$ cat src/rtl/uart_transmitter.sv
// uart_transmitter: byte FIFO feeding an 8N1 serial shifter.
// Bytes arrive over a tx_valid/tx_ready handshake, wait in a small FIFO and
// leave on uart_out as start bit, 8 data bits LSB first, then stop bit.
module uart_transmitter #(
    parameter int CLKS_PER_BIT = 10417,
    parameter int FIFO_DEPTH   = 4
) (
    input  logic                          clk,
    input  logic                          rst_n,
    input  logic [7:0]                    tx_data,
    input  logic                          tx_valid,
    output logic                          tx_ready,
    output logic                          uart_out,
    output logic                          busy,
    output logic [$clog2(FIFO_DEPTH):0]   fifo_count,
    output logic [1:0]                    fsm_state
);

    // Handshake: a byte is taken on every rising edge where tx_valid && tx_ready.
    // The producer holds tx_valid and tx_data stable until that edge; tx_ready
    // depends only on the registered count, never on tx_valid.

    localparam int PTR_W = $clog2(FIFO_DEPTH);
    localparam int CNT_W = $clog2(CLKS_PER_BIT);
    localparam logic [PTR_W:0]   FULL_COUNT = (PTR_W + 1)'(FIFO_DEPTH);
    localparam logic [CNT_W-1:0] LAST_CNT   = CNT_W'(CLKS_PER_BIT - 1);

    typedef enum logic [1:0] {
        IDLE  = 2'd0,
        START = 2'd1,
        DATA  = 2'd2,
        STOP  = 2'd3
    } state_t;

    state_t           state, state_n;
    logic [CNT_W-1:0] baud_cnt, baud_cnt_n;
    logic [2:0]       bit_idx, bit_idx_n;
    logic [7:0]       shift, shift_n;
    logic             line_n;

    logic [7:0]       mem [FIFO_DEPTH];
    logic [PTR_W-1:0] wr_ptr, rd_ptr;
    logic             push, pop, fifo_empty, bit_done;

    assign tx_ready   = (fifo_count != FULL_COUNT);
    assign push       = tx_valid && tx_ready;
    assign fifo_empty = (fifo_count == '0);
    assign bit_done   = (baud_cnt == LAST_CNT);
    assign busy       = (state != IDLE) || !fifo_empty;
    assign fsm_state  = state;

    // FIFO storage; contents need no reset because count gates every read.
    always_ff @(posedge clk) begin
        if (push) begin
            mem[wr_ptr] <= tx_data;
        end
    end

    // FIFO pointers and occupancy; pointers wrap naturally (depth is a power of two).
    always_ff @(posedge clk or negedge rst_n) begin
        if (!rst_n) begin
            wr_ptr     <= '0;
            rd_ptr     <= '0;
            fifo_count <= '0;
        end else begin
            if (push) wr_ptr <= wr_ptr + 1'b1;
            if (pop)  rd_ptr <= rd_ptr + 1'b1;
            case ({push, pop})
                2'b10:   fifo_count <= fifo_count + 1'b1;
                2'b01:   fifo_count <= fifo_count - 1'b1;
                default: fifo_count <= fifo_count;
            endcase
        end
    end

    // Frame state, baud timing, shifter and the registered serial line.
    always_ff @(posedge clk or negedge rst_n) begin
        if (!rst_n) begin
            state    <= IDLE;
            baud_cnt <= '0;
            bit_idx  <= '0;
            shift    <= '0;
            uart_out <= 1'b1;
        end else begin
            state    <= state_n;
            baud_cnt <= baud_cnt_n;
            bit_idx  <= bit_idx_n;
            shift    <= shift_n;
            uart_out <= line_n;
        end
    end

    // Next-state logic; the line level is derived from the next state so the
    // registered uart_out changes on the same edge as the state does.
    always_comb begin
        state_n    = state;
        baud_cnt_n = baud_cnt;
        bit_idx_n  = bit_idx;
        shift_n    = shift;
        pop        = 1'b0;
        line_n     = 1'b1;

        case (state)
            IDLE: begin
                baud_cnt_n = '0;
                if (!fifo_empty) begin
                    pop     = 1'b1;
                    shift_n = mem[rd_ptr];
                    state_n = START;
                end
            end
            START: begin
                if (bit_done) begin
                    baud_cnt_n = '0;
                    bit_idx_n  = '0;
                    state_n    = DATA;
                end else begin
                    baud_cnt_n = baud_cnt + 1'b1;
                end
            end
            DATA: begin
                if (bit_done) begin
                    baud_cnt_n = '0;
                    shift_n    = shift >> 1;
                    if (bit_idx == 3'd7) begin
                        state_n = STOP;
                    end else begin
                        bit_idx_n = bit_idx + 1'b1;
                    end
                end else begin
                    baud_cnt_n = baud_cnt + 1'b1;
                end
            end
            STOP: begin
                if (bit_done) begin
                    baud_cnt_n = '0;
                    if (!fifo_empty) begin
                        // Back-to-back frame: no idle bit between stop and start.
                        pop     = 1'b1;
                        shift_n = mem[rd_ptr];
                        state_n = START;
                    end else begin
                        state_n = IDLE;
                    end
                end else begin
                    baud_cnt_n = baud_cnt + 1'b1;
                end
            end
            default: begin
                state_n = IDLE;
            end
        endcase

        case (state_n)
            START:   line_n = 1'b0;
            DATA:    line_n = shift_n[0];
            default: line_n = 1'b1;
        endcase
    end

endmodule
$ cat config.mk
export PLATFORM = sky130hd
export DESIGN_NAME = uart_transmitter
export DESIGN_NICKNAME = d
export VERILOG_FILES = /design/src/rtl/uart_transmitter.sv
export SDC_FILE = /design/constraint.sdc
export NUM_CORES = 1
export LEC_CHECK = 0
export BUFFER_PORTS_ARGS = -buffer_cell sky130_fd_sc_hd__buf_2
export CORE_UTILIZATION = 65
export CTS_CLUSTER_SIZE = 30
export DETAILED_ROUTE_END_ITERATION = 7
export PLACE_DENSITY = 0.81
export SYNTH_ARGS = -nofsm -noshare
export SYNTH_HDL_FRONTEND = slang
export SYNTH_SLANG_ARGS = --single-unit
$ cat constraint.sdc
create_clock -name clk -period 8.6 [get_ports clk]
set_input_delay 1.29 -clock clk [delete_from_list [all_inputs] [get_ports clk]]
set_output_delay 1.29 -clock clk [all_outputs]
set_load 0.03 [all_outputs]
After elaboration in Yosys (flattened, before gate mapping)

Memories as Yosys holds them, arrays and structs flattened.
Index checks and enable logic that the tools add are counted.

$add $sub $neg: 6
Eq/ne operators: 14
Multiplexer cells: 24
Reduce and logical (&&, ||, !) cells: 12

Operator list:

| cell                                          | count |
|---|---|
| case mux 14 bit (2 select lines)              | 1 |
| 2-to-1 mux 8 bit                              | 3 |
| case mux 8 bit (3 select lines)               | 1 |
| adder 14 x 1 -> 14 bit, second input constant | 1 |
| == test 14 bit, second input constant         | 1 |
| 2-to-1 mux 14 bit                             | 1 |
| case mux 3 bit (2 select lines)               | 2 |
| 2-to-1 mux 2 bit                              | 5 |
| 2-to-1 mux 3 bit                              | 3 |
| == test 2 bit, second input constant          | 4 |
| inequality test 2 bit, second input constant  | 4 |
| case mux 2 bit (4 select lines)               | 1 |
| adder 3 x 1 -> 3 bit, second input constant   | 2 |
| == test 2 x 1 -> 1 bit, second input constant | 3 |
| nonzero test 2 bit                            | 3 |
| 2-to-1 mux 1 bit                              | 5 |
| adder 2 x 1 -> 2 bit, second input constant   | 2 |
| case mux 1 bit (2 select lines)               | 2 |
| AND reduction 4 bit                           | 1 |
| == test 3 bit, second input constant          | 1 |
| logical NOT 3 bit                             | 1 |
| inequality test 3 bit, second input constant  | 1 |
| AND reduction 3 bit                           | 1 |
| nonzero test 3 bit                            | 1 |
| other kinds (6)                               | 6 |

Register bits after elaboration: 35
Bits in writable memories: 32
Bits of input ports: 11
Output and inout port bits: 8
Logic and storage cells: 66
Memories: 1

Memory list:

| name | words | width | read ports | clocked after Yosys merged registers in | wr ports | RTL line | text |
|---|---|---|---|---|---|---|---|
| mem  | 4     | 8     | 1          | 0                                       | 1        | 41       | `logic [7:0] mem [FIFO_DEPTH];` |

Longest topological paths before layout

Depth in word-level cells: 6
Depth in mapped cells: 13
Gate-level depth less buffers: 12

Worst setup path after synthesis

OpenSTA, ideal clock, no wires.

Path type: register to register
From: register baud_cnt[0]
To: register fifo_count[2]
Setup time: 0.081 ns
Data arrival time: 2.847 ns
Required time: 8.519 ns
Path slack: 5.672 ns
Cell stages (with the launch flop): 14
Buffers on the path: 1
Period minus slack after synthesis: 2.928 ns
Cell sequence: dfrtp_1 inv_1 ha_1 or4b_4 nor4_4 buf_6 a21oi_1 nor3_2 ha_1 inv_1 fa_1 xor2_1 nor2_1 xor2_1

Cells in the longest elaborated chain, start to end: 5
Elaborated cells between the ends (all ways): 7
Classes of those cells: eq/ne: 3; mux: 3; reduce/logical: 1

RTL lines:

| item                                                                         | RTL line | text |
|---|---|---|
| start, declared                                                              | 36       | `logic [CNT_W-1:0] baud_cnt, baud_cnt_n;` |
| start signal, assigned                                                       | 86       | `baud_cnt <= baud_cnt_n;` |
| == test 14 bit *                                                             | 48       | `assign bit_done = (baud_cnt == LAST_CNT);` |
| 2-to-1 mux 1 bit *                                                           | 135      | `if (bit_done) begin` |
| case mux 1 bit (2 select lines) *                                            | 103      | `case (state)` |
| via pop                                                                      | 43       | `logic push, pop, fifo_empty, bit_done;` |
| == test 2 x 1 -> 1 bit / == test 2 bit (equally long branches)               | 68       | `case ({push, pop})` |
| case mux 3 bit (2 select lines) / nonzero test 2 bit (equally long branches) | -        |  |
| end signal, assigned                                                         | 69       | `2'b10: fifo_count <= fifo_count + 1'b1;` |
| end signal, assigned                                                         | 70       | `2'b01: fifo_count <= fifo_count - 1'b1;` |
| end signal, assigned                                                         | 71       | `default: fifo_count <= fifo_count;` |
| end, declared                                                                | 15       | `output logic [$clog2(FIFO_DEPTH):0] fifo_count,` |

The timed path passes the listed nets; every way through them passes the cells marked *.
A chain may end at the register's enable or synchronous reset.

Worst setup path in the final report

Ends and elaborated chain as after synthesis.

==> flow_metrics.py <==
metrics = {
    "outcome": {
        "status": "finished clean",
    },
    "detailed_routing": {
        "met1_length_mm": 2.45,
        "dr_wl_met2_mm": 2.90,
        "via_count": 2004,
        "drc_errors": 0,
        "top_layer": "met4",
        "ant_nets": 0,
        "totalWireLength_mm": 5.63,
        "drt_first_pass_iters": 4,
        "routed_via_density": 5.79,
        "drt_iter0_markers": 147,
        "avgRoutedWirePerCell_um": 16.3,
        "dr_wl_met3_um": 193,
    },
    "setup_path": {
        "worstSetupPathType": "flip-flop to flip-flop",
        "path_cells": "inv_1 -> ha_1 -> or4b_4 -> nor4_4 -> a21oi_1 -> nor3_2 -> ha_1 -> inv_1 -> fa_1 -> xor2_1 -> nor2_1 -> xor2_1",
        "crit_required_ns": 8.86,
        "critical-path-slowest-cell": "nor4_4",
        "max_stage_delay_ns": 0.66,
        "worstPathMaxFanout": 14,
        "cp-start-kind": "flip-flop",
        "crit_path_end_kind": "flip-flop",
        "critPathArrivalTime_ns": 3.68,
    },
    "cells_and_area": {
        "nets": 301,
        "syn_to_final_growth_pct": 10.5,
        "drive_gt1_frac": 0.190,
        "fin_area_mm2": 0.00356,
        "insertedDiodeCount": 0,
        "utilization": 0.749,
    },
    "pwr": {
        "power_frac_seq": 0.497,
        "ir_worst_vdd_mv": 0.178,
        "powerDensity_mw_per_mm2": 230,
        "power_switching_mw": 0.232,
        "leakagePower_nw": 1.44,
        "p_int_mw": 0.587,
        "switching_share": 0.283,
        "comb_power_share": 0.156,
        "total_power_mw": 0.819,
        "clockPowerShare": 0.347,
    },
    "sta": {
        "period_share": 0.397,
        "report.final.slew_viol_count": 0,
        "timing.slew.headroom": 0.315,
        "finClkSkew_ns": 0.00910,
        "worstMarginPinSlew_ns": 1.03,
        "rsz0062_at_grt": "no",
        "setup_viol": 0,
        "hold_viol_final": 0,
        "clock.fmax_mhz": 293,
        "finalWorstSetupSlack_ns": 5.18,
        "finalCriticalPeriod_ns": 3.42,
        "setup_tns_ns": 0,
    },
    "yosys": {
        "synth_fp_nets": 282,
        "ys_seq_area_frac": 0.570,
        "synth_top_area_share": 0.298,
        "synth_seq_cells": 67,
        "synth_area_per_cell_um2": 12.6,
        "ys_types": 47,
        "synth_most_common_cell": "dfrtp_1",
        "synth_top_area_cell": "edfxtp_1",
        "yosys-top-cells-area": "edfxtp_1 (30%), dfrtp_1 (26%), ha_1 (5.8%)",
        "ys.warnings.count": 0,
        "synthesis.area_mm2": 0.00322,
        "synthCells": 255,
        "yosys-top-cells-count": "dfrtp_1 (34), edfxtp_1 (32), nand2_1 (24)",
        "synth-edff-count": 32,
        "synth_flop_cell": "dfrtp_1",
        "async_reset_ff_frac": 0.522,
    },
    "floorplanning": {
        "initial_utilization": 0.678,
        "ios": 19,
        "dieWidth_um": 72.4,
        "rows": 25,
        "die_h_um": 72.4,
        "die_area_mm2": 0.00524,
        "core_area_mm2": 0.00475,
    },
    "clocking": {
        "clkTransAtPathRegs_ns": 0.08,
        "insertion_delay_ns": 0.34,
        "cts_root_buffer": "clkbuf_8",
        "cts-resized-gates": 0,
        "postCtsSetupBuffers": 0,
        "cts_buffers": 9,
        "hold_buffers": 0,
        "clock_sinks": 67,
        "ctsHtreeMaxLevel": 3,
        "cts_tree": "built",
        "clockBufferDepth": 2,
    },
    "hold_path": {
        "hp-class": "flip-flop to flip-flop",
    },
    "grt": {
        "globalRouteOverflowTotal": 0,
        "grt_pass1_wl_mm": 9.48,
        "grt_pass1_vias": 2030,
        "antenna_found_initial": 0,
        "grt_max_degree": 36,
        "grt_util_all_layers": 0.249,
    },
    "placed_design": {
        "placed_cell_area_mm2": 0.00335,
        "dp_slack_ns": 5.17,
        "gp_congestion": 0.775,
        "dp_hpwl_mm": 3.72,
        "numPortBuffers": 18,
    },
    "job": {
        "cap_viol_max_count": 0,
    },
}
final cells by class:
type	instances	area, um^2
tap	67	83.8
clock buffer	9	124
sequential	67	1840
multi-input combinational	166	1290
timing repair buffer	18	90.1
inverter	12	45.0
clock inverter	7	91.3
fill	323	1190
flip-flops by register name, summed over array words and instances, names as in the netlist:
signal,cells
wr_ptr,2
shift,8
bit_idx,3
rd_ptr,2
uart_out,1
mem,32
fifo_count,3
fsm_state,2
baud_cnt,14
power by group through the flow:
stage | logic [mW] | registers [mW] | clock network (mW)
after global placement | 0.125 | 0.408 | 0
final | 0.128 | 0.407 | 0.284
after global routing | 0.143 | 0.410 | 0.298
after floorplan | 0.0771 | 0.420 | 0
after CTS | 0.130 | 0.406 | 0.288
after detailed placement | 0.128 | 0.412 | 0
layout by cell type (no fill, tap or decap), types with 2 or more instances in the layout:
master / instances
o22a_1: 6
clkinv_2: 2
nand3_1: 6
ha_1: 15
clkbuf_8: 9
nor3_1: 2
o21ai_0: 6
inv_1: 12
xor2_1: 13
edfxtp_1: 32
dfrtp_1: 34
buf_2: 18
a21oi_1: 15
and4_1: 2
nand4_1: 2
and2_1: 2
mux4_2: 8
xnor2_1: 5
bufinv_16: 2
o21ai_1: 8
a22o_1: 3
nand2_1: 24
and3_1: 6
nor2_1: 21
metal layers:
metal	vias to the layer above	global-route usage
met3	10	0.0500
met2	44	0.423
li1	959	-
met1	991	0.312
met4	0	0.111
met5	-	0
final timing paths:
| path | from | to | slack (ns) | cells past startpoint |
|---|---|---|---|---|
| max | baud_cnt[0]$_DFF_PN0_ | fifo_count[2]$_DFFE_PN0P_ | 5.18 | 12 |
| min | shift[1]$_DFFE_PN0P_ | shift[1]$_DFFE_PN0P_ | 0.49 | 1 |
| max reg2reg | baud_cnt[0]$_DFF_PN0_ | fifo_count[2]$_DFFE_PN0P_ | 5.18 | 12 |
| min reg2reg | shift[1]$_DFFE_PN0P_ | shift[1]$_DFFE_PN0P_ | 0.49 | 1 |
| max in group asynchronous | rst_n | rd_ptr[0]$_DFFE_PN0P_ | 7.06 | 1 |
| min in group asynchronous | rst_n | baud_cnt[9]$_DFF_PN0_ | 1.02 | 1 |
cells by family after synthesis:
logic type                 share of synthesized area
AOI/OAI and AO/OA                             0.0986
xor gates and xnor gates                      0.0489
adders and majority gates                     0.0644
buffers and inverters                         0.0295
DFF                                            0.570
muxes                                         0.0637
and+or+nand+nor                                0.125
metrics by stage:
| step | std cells | hold WS, ns |
|---|---|---|
| after global routing | 346 | 0.519 |
| after global placement | 330 | 0.472 |
| after detailed placement | 330 | 0.477 |
| after CTS | 346 | 0.494 |
| after floorplan | 255 | 0.460 |
| final | 346 | 0.494 |
critical path, delay by kind of cell (launching register included):
family / cells / cell delay [ns]
fa+ha+maj: 3 / 0.74
xor+xnor: 2 / 0.32
simple gates: 4 / 1.48
buf+inv: 2 / 0.15
flops: 1 / 0.42
compound gates: 1 / 0.22
Power figures use the tool's default switching activity.
